--- src/rtl/fetch_pc_stage_pkg.sv ---
// -----------------------------------------------------------------------------
// fetch_pc_stage_pkg
// Shared Y86-64 fetch-stage definitions: status codes, icode constants, the
// "no register" id, and the packed layout of the F/D pipeline register along
// with a helper that produces its bubble (nop) value.
// No ports; imported by the fetch-stage RTL.
// -----------------------------------------------------------------------------
package fetch_pc_stage_pkg;

   // Instruction status carried down the pipeline.
   typedef enum logic [2:0] {
      STAT_AOK = 3'd1,
      STAT_HLT = 3'd2,
      STAT_ADR = 3'd3,
      STAT_INS = 3'd4
   } stat_t;

   // Y86-64 instruction codes.
   localparam logic [3:0] ICODE_HALT   = 4'h0;
   localparam logic [3:0] ICODE_NOP    = 4'h1;
   localparam logic [3:0] ICODE_RRMOVQ = 4'h2;
   localparam logic [3:0] ICODE_IRMOVQ = 4'h3;
   localparam logic [3:0] ICODE_RMMOVQ = 4'h4;
   localparam logic [3:0] ICODE_MRMOVQ = 4'h5;
   localparam logic [3:0] ICODE_OPQ    = 4'h6;
   localparam logic [3:0] ICODE_JXX    = 4'h7;
   localparam logic [3:0] ICODE_CALL   = 4'h8;
   localparam logic [3:0] ICODE_RET    = 4'h9;
   localparam logic [3:0] ICODE_PUSHQ  = 4'hA;
   localparam logic [3:0] ICODE_POPQ   = 4'hB;

   // Register id meaning "no register operand".
   localparam logic [3:0] RNONE = 4'hF;

   // F/D pipeline register contents.
   typedef struct packed {
      stat_t       stat;
      logic [3:0]  icode;
      logic [3:0]  ifun;
      logic [3:0]  rA;
      logic [3:0]  rB;
      logic [63:0] valC;
      logic [63:0] valP;
   } dreg_t;

   // A bubble is an AOK nop with no register operands and zero constants,
   // so decode treats it as doing nothing.
   function automatic dreg_t bubbleD();
      dreg_t b;
      b.stat  = STAT_AOK;
      b.icode = ICODE_NOP;
      b.ifun  = 4'h0;
      b.rA    = RNONE;
      b.rB    = RNONE;
      b.valC  = 64'h0;
      b.valP  = 64'h0;
      return b;
   endfunction

endpackage

--- src/rtl/fetch_pc_stage_if.sv ---
// -----------------------------------------------------------------------------
// fetch_pc_stage_if
// Bundles every non-clock/reset signal of the fetch stage.
//   Control in : F_stall, D_stall, D_bubble
//   Redirects  : M_icode, M_Cnd, M_valA (mispredicted jXX), W_icode, W_valM (ret)
//   IMEM       : IMEM_PC out; icode, ifun, rA, rB, valC back in
//   Outputs    : F_predPC, D_stat/D_icode/D_ifun/D_rA/D_rB/D_valC/D_valP, halted
// modport slave  : the fetch stage itself.
// modport master : whatever drives the stage (pipeline control, IMEM, bench).
// -----------------------------------------------------------------------------
interface fetch_pc_stage_if;

   logic        F_stall;
   logic        D_stall;
   logic        D_bubble;
   logic [3:0]  M_icode;
   logic        M_Cnd;
   logic [63:0] M_valA;
   logic [3:0]  W_icode;
   logic [63:0] W_valM;

   logic [63:0] IMEM_PC;
   logic [3:0]  icode;
   logic [3:0]  ifun;
   logic [3:0]  rA;
   logic [3:0]  rB;
   logic [63:0] valC;

   logic [63:0] F_predPC;
   logic [2:0]  D_stat;
   logic [3:0]  D_icode;
   logic [3:0]  D_ifun;
   logic [3:0]  D_rA;
   logic [3:0]  D_rB;
   logic [63:0] D_valC;
   logic [63:0] D_valP;
   logic        halted;

   modport slave (
      input  F_stall, D_stall, D_bubble,
      input  M_icode, M_Cnd, M_valA, W_icode, W_valM,
      input  icode, ifun, rA, rB, valC,
      output IMEM_PC, F_predPC,
      output D_stat, D_icode, D_ifun, D_rA, D_rB, D_valC, D_valP,
      output halted
   );

   modport master (
      output F_stall, D_stall, D_bubble,
      output M_icode, M_Cnd, M_valA, W_icode, W_valM,
      output icode, ifun, rA, rB, valC,
      input  IMEM_PC, F_predPC,
      input  D_stat, D_icode, D_ifun, D_rA, D_rB, D_valC, D_valP,
      input  halted
   );

endinterface

--- src/rtl/fetch_pc_stage_len_decode.sv ---
// -----------------------------------------------------------------------------
// fetch_len_decode
// Purely combinational instruction-format decode for the fetch stage.
//   i_icode        in  4  instruction code from instruction memory
//   o_needRegids   out 1  instruction carries a register-specifier byte
//   o_needValC     out 1  instruction carries an 8-byte constant
//   o_instrValid   out 1  icode is a defined Y86-64 instruction
// -----------------------------------------------------------------------------
module fetch_len_decode
   import fetch_pc_stage_pkg::*;
(
   input  logic [3:0] i_icode,
   output logic       o_needRegids,
   output logic       o_needValC,
   output logic       o_instrValid
);

   // Map each icode to its encoding shape. Undefined codes get the shortest
   // shape (a single byte) so the address check only looks at that byte.
   always_comb begin
      o_needRegids = 1'b0;
      o_needValC   = 1'b0;
      o_instrValid = 1'b1;
      case (i_icode)
         ICODE_HALT,
         ICODE_NOP,
         ICODE_RET:    ;
         ICODE_RRMOVQ,
         ICODE_OPQ,
         ICODE_PUSHQ,
         ICODE_POPQ:   o_needRegids = 1'b1;
         ICODE_IRMOVQ,
         ICODE_RMMOVQ,
         ICODE_MRMOVQ: begin
            o_needRegids = 1'b1;
            o_needValC   = 1'b1;
         end
         ICODE_JXX,
         ICODE_CALL:   o_needValC   = 1'b1;
         default:      o_instrValid = 1'b0;
      endcase
   end

endmodule

--- src/rtl/fetch_pc_stage.sv ---
// -----------------------------------------------------------------------------
// fetch_pc_stage
// Y86-64 fetch stage: owns the predicted-PC register, picks the address to
// fetch from, measures the fetched instruction, predicts the next PC,
// classifies status, and loads the F/D pipeline register.
//   clk   in  1  rising-edge clock
//   rst   in  1  synchronous active-high reset
//   bus   slave modport of fetch_pc_stage_if (control, redirects, IMEM
//         request/response, F_predPC, D_* fields, halted)
// Parameters
//   RESET_PC    PC loaded into F_predPC on reset
//   IMEM_BYTES  instruction memory size; any instruction byte at or beyond
//               this address yields ADR status
// -----------------------------------------------------------------------------
module fetch_pc_stage
   import fetch_pc_stage_pkg::*;
#(
   parameter logic [63:0] RESET_PC   = 64'h0,
   parameter int          IMEM_BYTES = 2048
)
(
   input  logic             clk,
   input  logic             rst,
   fetch_pc_stage_if.slave  bus
);

   localparam logic [64:0] IMEM_LIMIT = 65'(IMEM_BYTES);

   logic [63:0] r_predPc;
   logic        r_halted;
   dreg_t       r_d;

   logic [63:0] w_fetchPc;
   logic        w_needRegids;
   logic        w_needValC;
   logic        w_instrValid;
   logic [63:0] w_len;
   logic [63:0] w_valP;
   logic [64:0] w_lastByte;
   logic        w_adrFault;
   stat_t       w_stat;
   logic [63:0] w_predPc;
   dreg_t       w_fetched;

   fetch_len_decode u_lenDecode (
      .i_icode      (bus.icode),
      .o_needRegids (w_needRegids),
      .o_needValC   (w_needValC),
      .o_instrValid (w_instrValid)
   );

   // Choose the fetch address. A ret reaching write-back supplies the true
   // return address and is the oldest redirect, so it wins over a jXX in
   // memory that turned out not-taken (which falls through to M_valA).
   always_comb begin
      w_fetchPc = r_predPc;
      if (bus.W_icode == ICODE_RET) begin
         w_fetchPc = bus.W_valM;
      end else if (bus.M_icode == ICODE_JXX && !bus.M_Cnd) begin
         w_fetchPc = bus.M_valA;
      end
   end

   // Instruction length is 1 opcode byte, plus an optional register byte,
   // plus an optional 8-byte constant. valP wraps at 64 bits. The last-byte
   // address is formed one bit wider so a PC near the top of the address
   // space cannot wrap around and look in range.
   always_comb begin
      w_len      = 64'd1 + {63'd0, w_needRegids} + {60'd0, w_needValC, 3'd0};
      w_valP     = w_fetchPc + w_len;
      w_lastByte = {1'b0, w_fetchPc} + {1'b0, w_len} - 65'd1;
      w_adrFault = ({1'b0, w_fetchPc} >= IMEM_LIMIT) || (w_lastByte >= IMEM_LIMIT);
   end

   // Status classification. An address fault is reported in preference to
   // an invalid opcode, because the opcode byte itself may not be real.
   always_comb begin
      w_stat = STAT_AOK;
      if (w_adrFault) begin
         w_stat = STAT_ADR;
      end else if (!w_instrValid) begin
         w_stat = STAT_INS;
      end else if (bus.icode == ICODE_HALT) begin
         w_stat = STAT_HLT;
      end
   end

   // Predict taken for all jumps and calls; everything else falls through.
   // Mispredicts and returns are repaired later through the PC-select mux.
   always_comb begin
      w_predPc = w_valP;
      if (bus.icode == ICODE_JXX || bus.icode == ICODE_CALL) begin
         w_predPc = bus.valC;
      end
   end

   // Assemble what the D register would capture this cycle. Instructions
   // without a register byte report RNONE so decode reads no registers.
   always_comb begin
      w_fetched.stat  = w_stat;
      w_fetched.icode = bus.icode;
      w_fetched.ifun  = bus.ifun;
      w_fetched.rA    = w_needRegids ? bus.rA : RNONE;
      w_fetched.rB    = w_needRegids ? bus.rB : RNONE;
      w_fetched.valC  = bus.valC;
      w_fetched.valP  = w_valP;
   end

   // F register and sticky halt flag. Once a non-AOK instruction has really
   // entered decode (not squashed by stall or bubble) the PC freezes until
   // reset, so nothing past the faulting instruction is ever fetched.
   always_ff @(posedge clk) begin
      if (rst) begin
         r_predPc <= RESET_PC;
         r_halted <= 1'b0;
      end else begin
         if (!bus.F_stall && !r_halted) begin
            r_predPc <= w_predPc;
         end
         r_halted <= r_halted | ((w_stat != STAT_AOK) && !bus.D_stall && !bus.D_bubble);
      end
   end

   // F/D pipeline register. A bubble request overrides a stall; after a halt
   // decode is fed bubbles so the faulting instruction is the last one seen.
   always_ff @(posedge clk) begin
      if (rst) begin
         r_d <= bubbleD();
      end else if (bus.D_bubble) begin
         r_d <= bubbleD();
      end else if (bus.D_stall) begin
         r_d <= r_d;
      end else if (r_halted) begin
         r_d <= bubbleD();
      end else begin
         r_d <= w_fetched;
      end
   end

   // Drive the interface outputs from the registers and the PC mux.
   always_comb begin
      bus.IMEM_PC  = w_fetchPc;
      bus.F_predPC = r_predPc;
      bus.halted   = r_halted;
      bus.D_stat   = r_d.stat;
      bus.D_icode  = r_d.icode;
      bus.D_ifun   = r_d.ifun;
      bus.D_rA     = r_d.rA;
      bus.D_rB     = r_d.rB;
      bus.D_valC   = r_d.valC;
      bus.D_valP   = r_d.valP;
   end

endmodule

--- src/flat_wrapper.sv ---
// flat-port wrapper written by rule: the top's interface ports become plain ports
module fetch_pc_stage_flat import fetch_pc_stage_pkg::*;
#(
   parameter logic [63:0] RESET_PC   = 64'h0,
   parameter int          IMEM_BYTES = 2048
)
  (clk, rst, bus_F_stall, bus_D_stall, bus_D_bubble, bus_M_icode, bus_M_Cnd, bus_M_valA, bus_W_icode, bus_W_valM, bus_icode, bus_ifun, bus_rA, bus_rB, bus_valC, bus_IMEM_PC, bus_F_predPC, bus_D_stat, bus_D_icode, bus_D_ifun, bus_D_rA, bus_D_rB, bus_D_valC, bus_D_valP, bus_halted);
  fetch_pc_stage_if bus_i ();
  input  logic clk;
  input  logic rst;
  input wire logic [$bits(bus_i.F_stall)-1:0] bus_F_stall;
  input wire logic [$bits(bus_i.D_stall)-1:0] bus_D_stall;
  input wire logic [$bits(bus_i.D_bubble)-1:0] bus_D_bubble;
  input wire logic [$bits(bus_i.M_icode)-1:0] bus_M_icode;
  input wire logic [$bits(bus_i.M_Cnd)-1:0] bus_M_Cnd;
  input wire logic [$bits(bus_i.M_valA)-1:0] bus_M_valA;
  input wire logic [$bits(bus_i.W_icode)-1:0] bus_W_icode;
  input wire logic [$bits(bus_i.W_valM)-1:0] bus_W_valM;
  input wire logic [$bits(bus_i.icode)-1:0] bus_icode;
  input wire logic [$bits(bus_i.ifun)-1:0] bus_ifun;
  input wire logic [$bits(bus_i.rA)-1:0] bus_rA;
  input wire logic [$bits(bus_i.rB)-1:0] bus_rB;
  input wire logic [$bits(bus_i.valC)-1:0] bus_valC;
  output wire logic [$bits(bus_i.IMEM_PC)-1:0] bus_IMEM_PC;
  output wire logic [$bits(bus_i.F_predPC)-1:0] bus_F_predPC;
  output wire logic [$bits(bus_i.D_stat)-1:0] bus_D_stat;
  output wire logic [$bits(bus_i.D_icode)-1:0] bus_D_icode;
  output wire logic [$bits(bus_i.D_ifun)-1:0] bus_D_ifun;
  output wire logic [$bits(bus_i.D_rA)-1:0] bus_D_rA;
  output wire logic [$bits(bus_i.D_rB)-1:0] bus_D_rB;
  output wire logic [$bits(bus_i.D_valC)-1:0] bus_D_valC;
  output wire logic [$bits(bus_i.D_valP)-1:0] bus_D_valP;
  output wire logic [$bits(bus_i.halted)-1:0] bus_halted;
  assign bus_i.F_stall = bus_F_stall;
  assign bus_i.D_stall = bus_D_stall;
  assign bus_i.D_bubble = bus_D_bubble;
  assign bus_i.M_icode = bus_M_icode;
  assign bus_i.M_Cnd = bus_M_Cnd;
  assign bus_i.M_valA = bus_M_valA;
  assign bus_i.W_icode = bus_W_icode;
  assign bus_i.W_valM = bus_W_valM;
  assign bus_i.icode = bus_icode;
  assign bus_i.ifun = bus_ifun;
  assign bus_i.rA = bus_rA;
  assign bus_i.rB = bus_rB;
  assign bus_i.valC = bus_valC;
  assign bus_IMEM_PC = bus_i.IMEM_PC;
  assign bus_F_predPC = bus_i.F_predPC;
  assign bus_D_stat = bus_i.D_stat;
  assign bus_D_icode = bus_i.D_icode;
  assign bus_D_ifun = bus_i.D_ifun;
  assign bus_D_rA = bus_i.D_rA;
  assign bus_D_rB = bus_i.D_rB;
  assign bus_D_valC = bus_i.D_valC;
  assign bus_D_valP = bus_i.D_valP;
  assign bus_halted = bus_i.halted;
  fetch_pc_stage #(.RESET_PC(RESET_PC), .IMEM_BYTES(IMEM_BYTES)) u_core (.clk(clk), .rst(rst), .bus(bus_i));
endmodule
--- config.mk ---
export PLATFORM = sky130hd
export DESIGN_NAME = fetch_pc_stage_flat
export DESIGN_NICKNAME = d
export VERILOG_FILES = /design/src/rtl/fetch_pc_stage_pkg.sv /design/src/rtl/fetch_pc_stage_if.sv /design/src/rtl/fetch_pc_stage_len_decode.sv /design/src/rtl/fetch_pc_stage.sv /design/src/flat_wrapper.sv
export SDC_FILE = /design/constraint.sdc
export NUM_CORES = 1
export LEC_CHECK = 0
export ABC_CLOCK_PERIOD_IN_PS = 5100
export BUFFER_PORTS_ARGS = -buffer_cell sky130_fd_sc_hd__buf_2
export CAP_MARGIN = 30
export CORE_MARGIN = 5
export CORE_UTILIZATION = 40
export CTS_BUF_LIST = sky130_fd_sc_hd__clkbuf_4
export DETAILED_ROUTE_END_ITERATION = 8
export HOLD_SLACK_MARGIN = 0.15
export PLACE_DENSITY = 0.65
export SLEW_MARGIN = 20
export SYNTH_ARGS = -nofsm -noshare
export SYNTH_HDL_FRONTEND = slang
export SYNTH_SLANG_ARGS = --single-unit
--- constraint.sdc ---
create_clock -name clk -period 5.1 [get_ports clk]
set_input_delay 0.255 -clock clk [delete_from_list [all_inputs] [get_ports clk]]
set_output_delay 0.255 -clock clk [all_outputs]
set_load 0.01 [all_outputs]
==> flow_summary.ini <==
[die]
rows = 75
die-area_um2 = 47100
boundaryPins = 498
core_region_area_um2 = 42100
chipWidth_um = 217
die-height_um = 217
initial_core_util_pct = 40.7

[pwr]
p_total_uw = 7300
pwr_density_cell_nw_per_um2 = 280
max-vdd-ir-drop_v = 0.000164
power.leakage_uw = 0.0130

[placed_design]
gp_congestion = 1.08
io_buffers = 497
placed_area_um2 = 24300
place_hpwl_um = 79000

[synth]
postSynthRegisterBits = 212
synth-edff-count = 0
syn-cell-area_um2 = 17100
synthMostInstantiatedCell = sky130_fd_sc_hd__nor2_1
synthesis.yosys.warnings = 0
synth_top_cells_by_count = 305 x sky130_fd_sc_hd__nor2_1, 226 x sky130_fd_sc_hd__nand2_1, 212 x sky130_fd_sc_hd__dfxtp_1, 191 x sky130_fd_sc_hd__o21ai_0, 179 x sky130_fd_sc_hd__a21oi_1
post_synth_main_area_contributors = sky130_fd_sc_hd__dfxtp_1 25%, sky130_fd_sc_hd__ha_1 12%, sky130_fd_sc_hd__nor2_1 6.7%, sky130_fd_sc_hd__o21ai_0 5.6%, sky130_fd_sc_hd__a21oi_1 5.2%
netlist.area_leader.share_pct = 24.8
synthesized_instance_count = 2312
ys_types = 100
ys_async_sr_fraction_pct = 0
yosysSeqAreaShare_pct = 24.8
synth_largest_area_cell = sky130_fd_sc_hd__dfxtp_1
syn-num-nets = 2700
top_flip_flop_cell_by_instance_count_after_synthesis = sky130_fd_sc_hd__dfxtp_1
post_synth.cell_area_avg_um2 = 7.41

[job]
cap_viol_max_count = 0

[sta]
number_of_hold_violations_in_the_final_report = 0
slew_violations = 0
fin_setup_tns_ps = 0
post-route-min-period_ps = 5020
rsz0062_at_grt = no
setup_viol_count_final = 0
timing_worst_slew_pin_value_ps = 1100
final.hold.worst_slack_ps = 245
achievable-frequency_mhz = 199
period_share_pct = 98.5
slew_headroom_pct = 26.1
worst_clock_skew_ps = 85.9

[cells_and_area]
nNetsFinal = 3805
layout.core_utilization_pct = 61.9
layout-drive-gt1-share_pct = 35.6
design_area_um2 = 26100
flow.area_growth_from_synthesis_pct = 52.1
n_fill_cell = 3825

[global_route]
grt_pass1_wl_um = 140000
antenna_found_initial = 7
grt_pass1_vias = 22100
globalRouteTotalUtil_pct = 38.3
globalRouteOverflowTotal = 0
maximum_number_of_pins_on_one_net_before_global_route_repair = 84

[clock_network]
cts_tree = yes
clkLatencyLatePin_ps = 830
tritoncts_num_sinks = 212
max_root_sink_buffers = 3
tritoncts.num_buffers = 58
clk_root_buffer_cell = sky130_fd_sc_hd__clkbuf_4
cts.htree.levels = 2
cts.clk_slew.worst_paths_ps = 70

[worst_setup_path]
crit_path_max_fanout = 5
endpoint_kind = flop
worstSetupPathType = flop to flop
timing.critical_path.from = u_core.bus.F_predPC[27]$_SDFFE_PP0P_
crit-reg2reg-launch = u_core.bus.F_predPC[27]$_SDFFE_PP0P_
start_kind = flop
cp_arrival_ps = 5660
required_ps = 5740

[routing]
initialDrtViolationCount = 2768
vias = 23200
vias_per_cell = 5.80
detail_route.first_pass.iterations = 8
post-route-drc-count = 0
route.antenna.remaining_nets = 0
avgRoutedWirePerCell_um = 24.1
drt-total-wl_um = 96400

[worst_hold_path]
hp-start = bus_W_valM[25]
worst_hold_path_type = primary input to flop

[status]
outcome = finished clean
critical path: stages (launching register included):
cell and delay (ps):
sky130_fd_sc_hd__dfxtp_1 580, sky130_fd_sc_hd__mux2i_1 150, sky130_fd_sc_hd__o21ai_1 290, sky130_fd_sc_hd__buf_4 200
sky130_fd_sc_hd__ha_1 290, sky130_fd_sc_hd__nor4_1 640, sky130_fd_sc_hd__and2_1 270, sky130_fd_sc_hd__o21ai_0 170
sky130_fd_sc_hd__a31oi_1 350, sky130_fd_sc_hd__mux2_2 380, sky130_fd_sc_hd__a221o_1 320, sky130_fd_sc_hd__nor4b_1 410
sky130_fd_sc_hd__and4_1 260, sky130_fd_sc_hd__and3b_1 150, sky130_fd_sc_hd__nand4_1 90, sky130_fd_sc_hd__buf_4 190
sky130_fd_sc_hd__o32a_1 150
per-layer routing:
metal	track usage (%)	vias to the layer above	part of all wire, %
met1	54.0	11100	43
met5	0	-	0
li1	-	10500	-
met2	56.8	1408	42
met4	11.9	0	3.4
met3	10.7	223	12
logic make-up (layout without fill, tap and decap cells):
family	Yosys count	count (layout)	share of synthesized area, %
adders and majority gates	166	166	12.2
buffers and inverters	250	1397	5.69
and+or+nand+nor	837	837	23.1
muxes	69	69	4.06
other	0	6	0
AOI/OAI and AO/OA	704	704	26.4
DFF	212	212	24.8
xor gates and xnor gates	74	74	3.78
final timing paths:
kind,end,slack (ps),depth (start not counted)
max,u_core.bus.D_stat[0]$_SDFFE_PP1N_,80,16
min reg2reg,u_core.bus.D_valP[51]$_SDFFE_PP0N_,450,2
min,u_core.bus.D_valP[25]$_SDFFE_PP0N_,250,7
max reg2reg,u_core.bus.D_stat[0]$_SDFFE_PP1N_,80,16
cell type report:
cell class                      instances  area (um^2)  area share (%)
Tap cell                              539          674            2.59
Sequential cell                       212         4240            16.3
Clock inverter                         27          168           0.643
Antenna cell                            6         15.0          0.0576
Multi-Input combinational cell       1850        12000            46.1
Inverter                              123          462            1.77
Timing Repair Buffer                 1172         7920            30.4
Clock buffer                           75          563            2.16
where the power goes:
group | internal (uW) | switching, uW
Sequential | 1710 | 54.5
Clock | 791 | 798
Combinational | 1760 | 2190
Total | 4260 | 3040
per-stage QoR:
| stage | setup WS (ps) | instances |
|---|---|---|
| after floorplan | 9.76 | 2312 |
| after global placement | -595 | 3794 |
| after detailed placement | -709 | 3796 |
| after CTS | 13.0 | 3997 |
| after global routing | 6.63 | 4003 |
| final | 77.5 | 4004 |
sequential cells by signal (all words and copies together), names as in the netlist:
| signal | flops |
|---|---|
| u_core.bus.D_rB | 4 |
| u_core.bus.D_valP | 64 |
| u_core.bus.F_predPC | 64 |
| u_core.bus.halted | 1 |
| u_core.bus.D_ifun | 4 |
| u_core.bus.D_icode | 4 |
| u_core.bus.D_valC | 64 |
| u_core.bus.D_stat | 3 |
| u_core.bus.D_rA | 4 |
layout by cell type (no fill, tap or decap), drive strengths merged, types with 8 or more instances in the layout:
| cell | instances |
|---|---|
| o31ai | 12 |
| a31oi | 16 |
| inv | 124 |
| a21oi | 182 |
| a21boi | 14 |
| dfxtp | 212 |
| or2 | 8 |
| nor2b | 39 |
| a22oi | 83 |
| and2 | 12 |
| xnor2 | 67 |
| a221oi | 8 |
| clkinv | 24 |
| and3 | 19 |
| o21bai | 11 |
| a2111oi | 8 |
| nand2b | 14 |
| nor2 | 306 |
| nand3 | 50 |
| nand4 | 25 |
| o22ai | 13 |
| a211oi | 56 |
| o211ai | 17 |
| a21o | 13 |
| mux2i | 65 |
| o21ai | 198 |
| a31o | 19 |
| clkbuf | 75 |
| ha | 164 |
| nor3 | 56 |
| nor4 | 28 |
| nand2 | 228 |
| buf | 1073 |
| dlygate4sd3 | 99 |
repair_timing:
item,in CTS,in global routing
setup buffers,0,1
gates resized for setup,0,12
endpoints found under the hold margin,159,0
hold buffers,99,0
setup endpoints to repair,0,4
(Power assumes the default switching activity.)
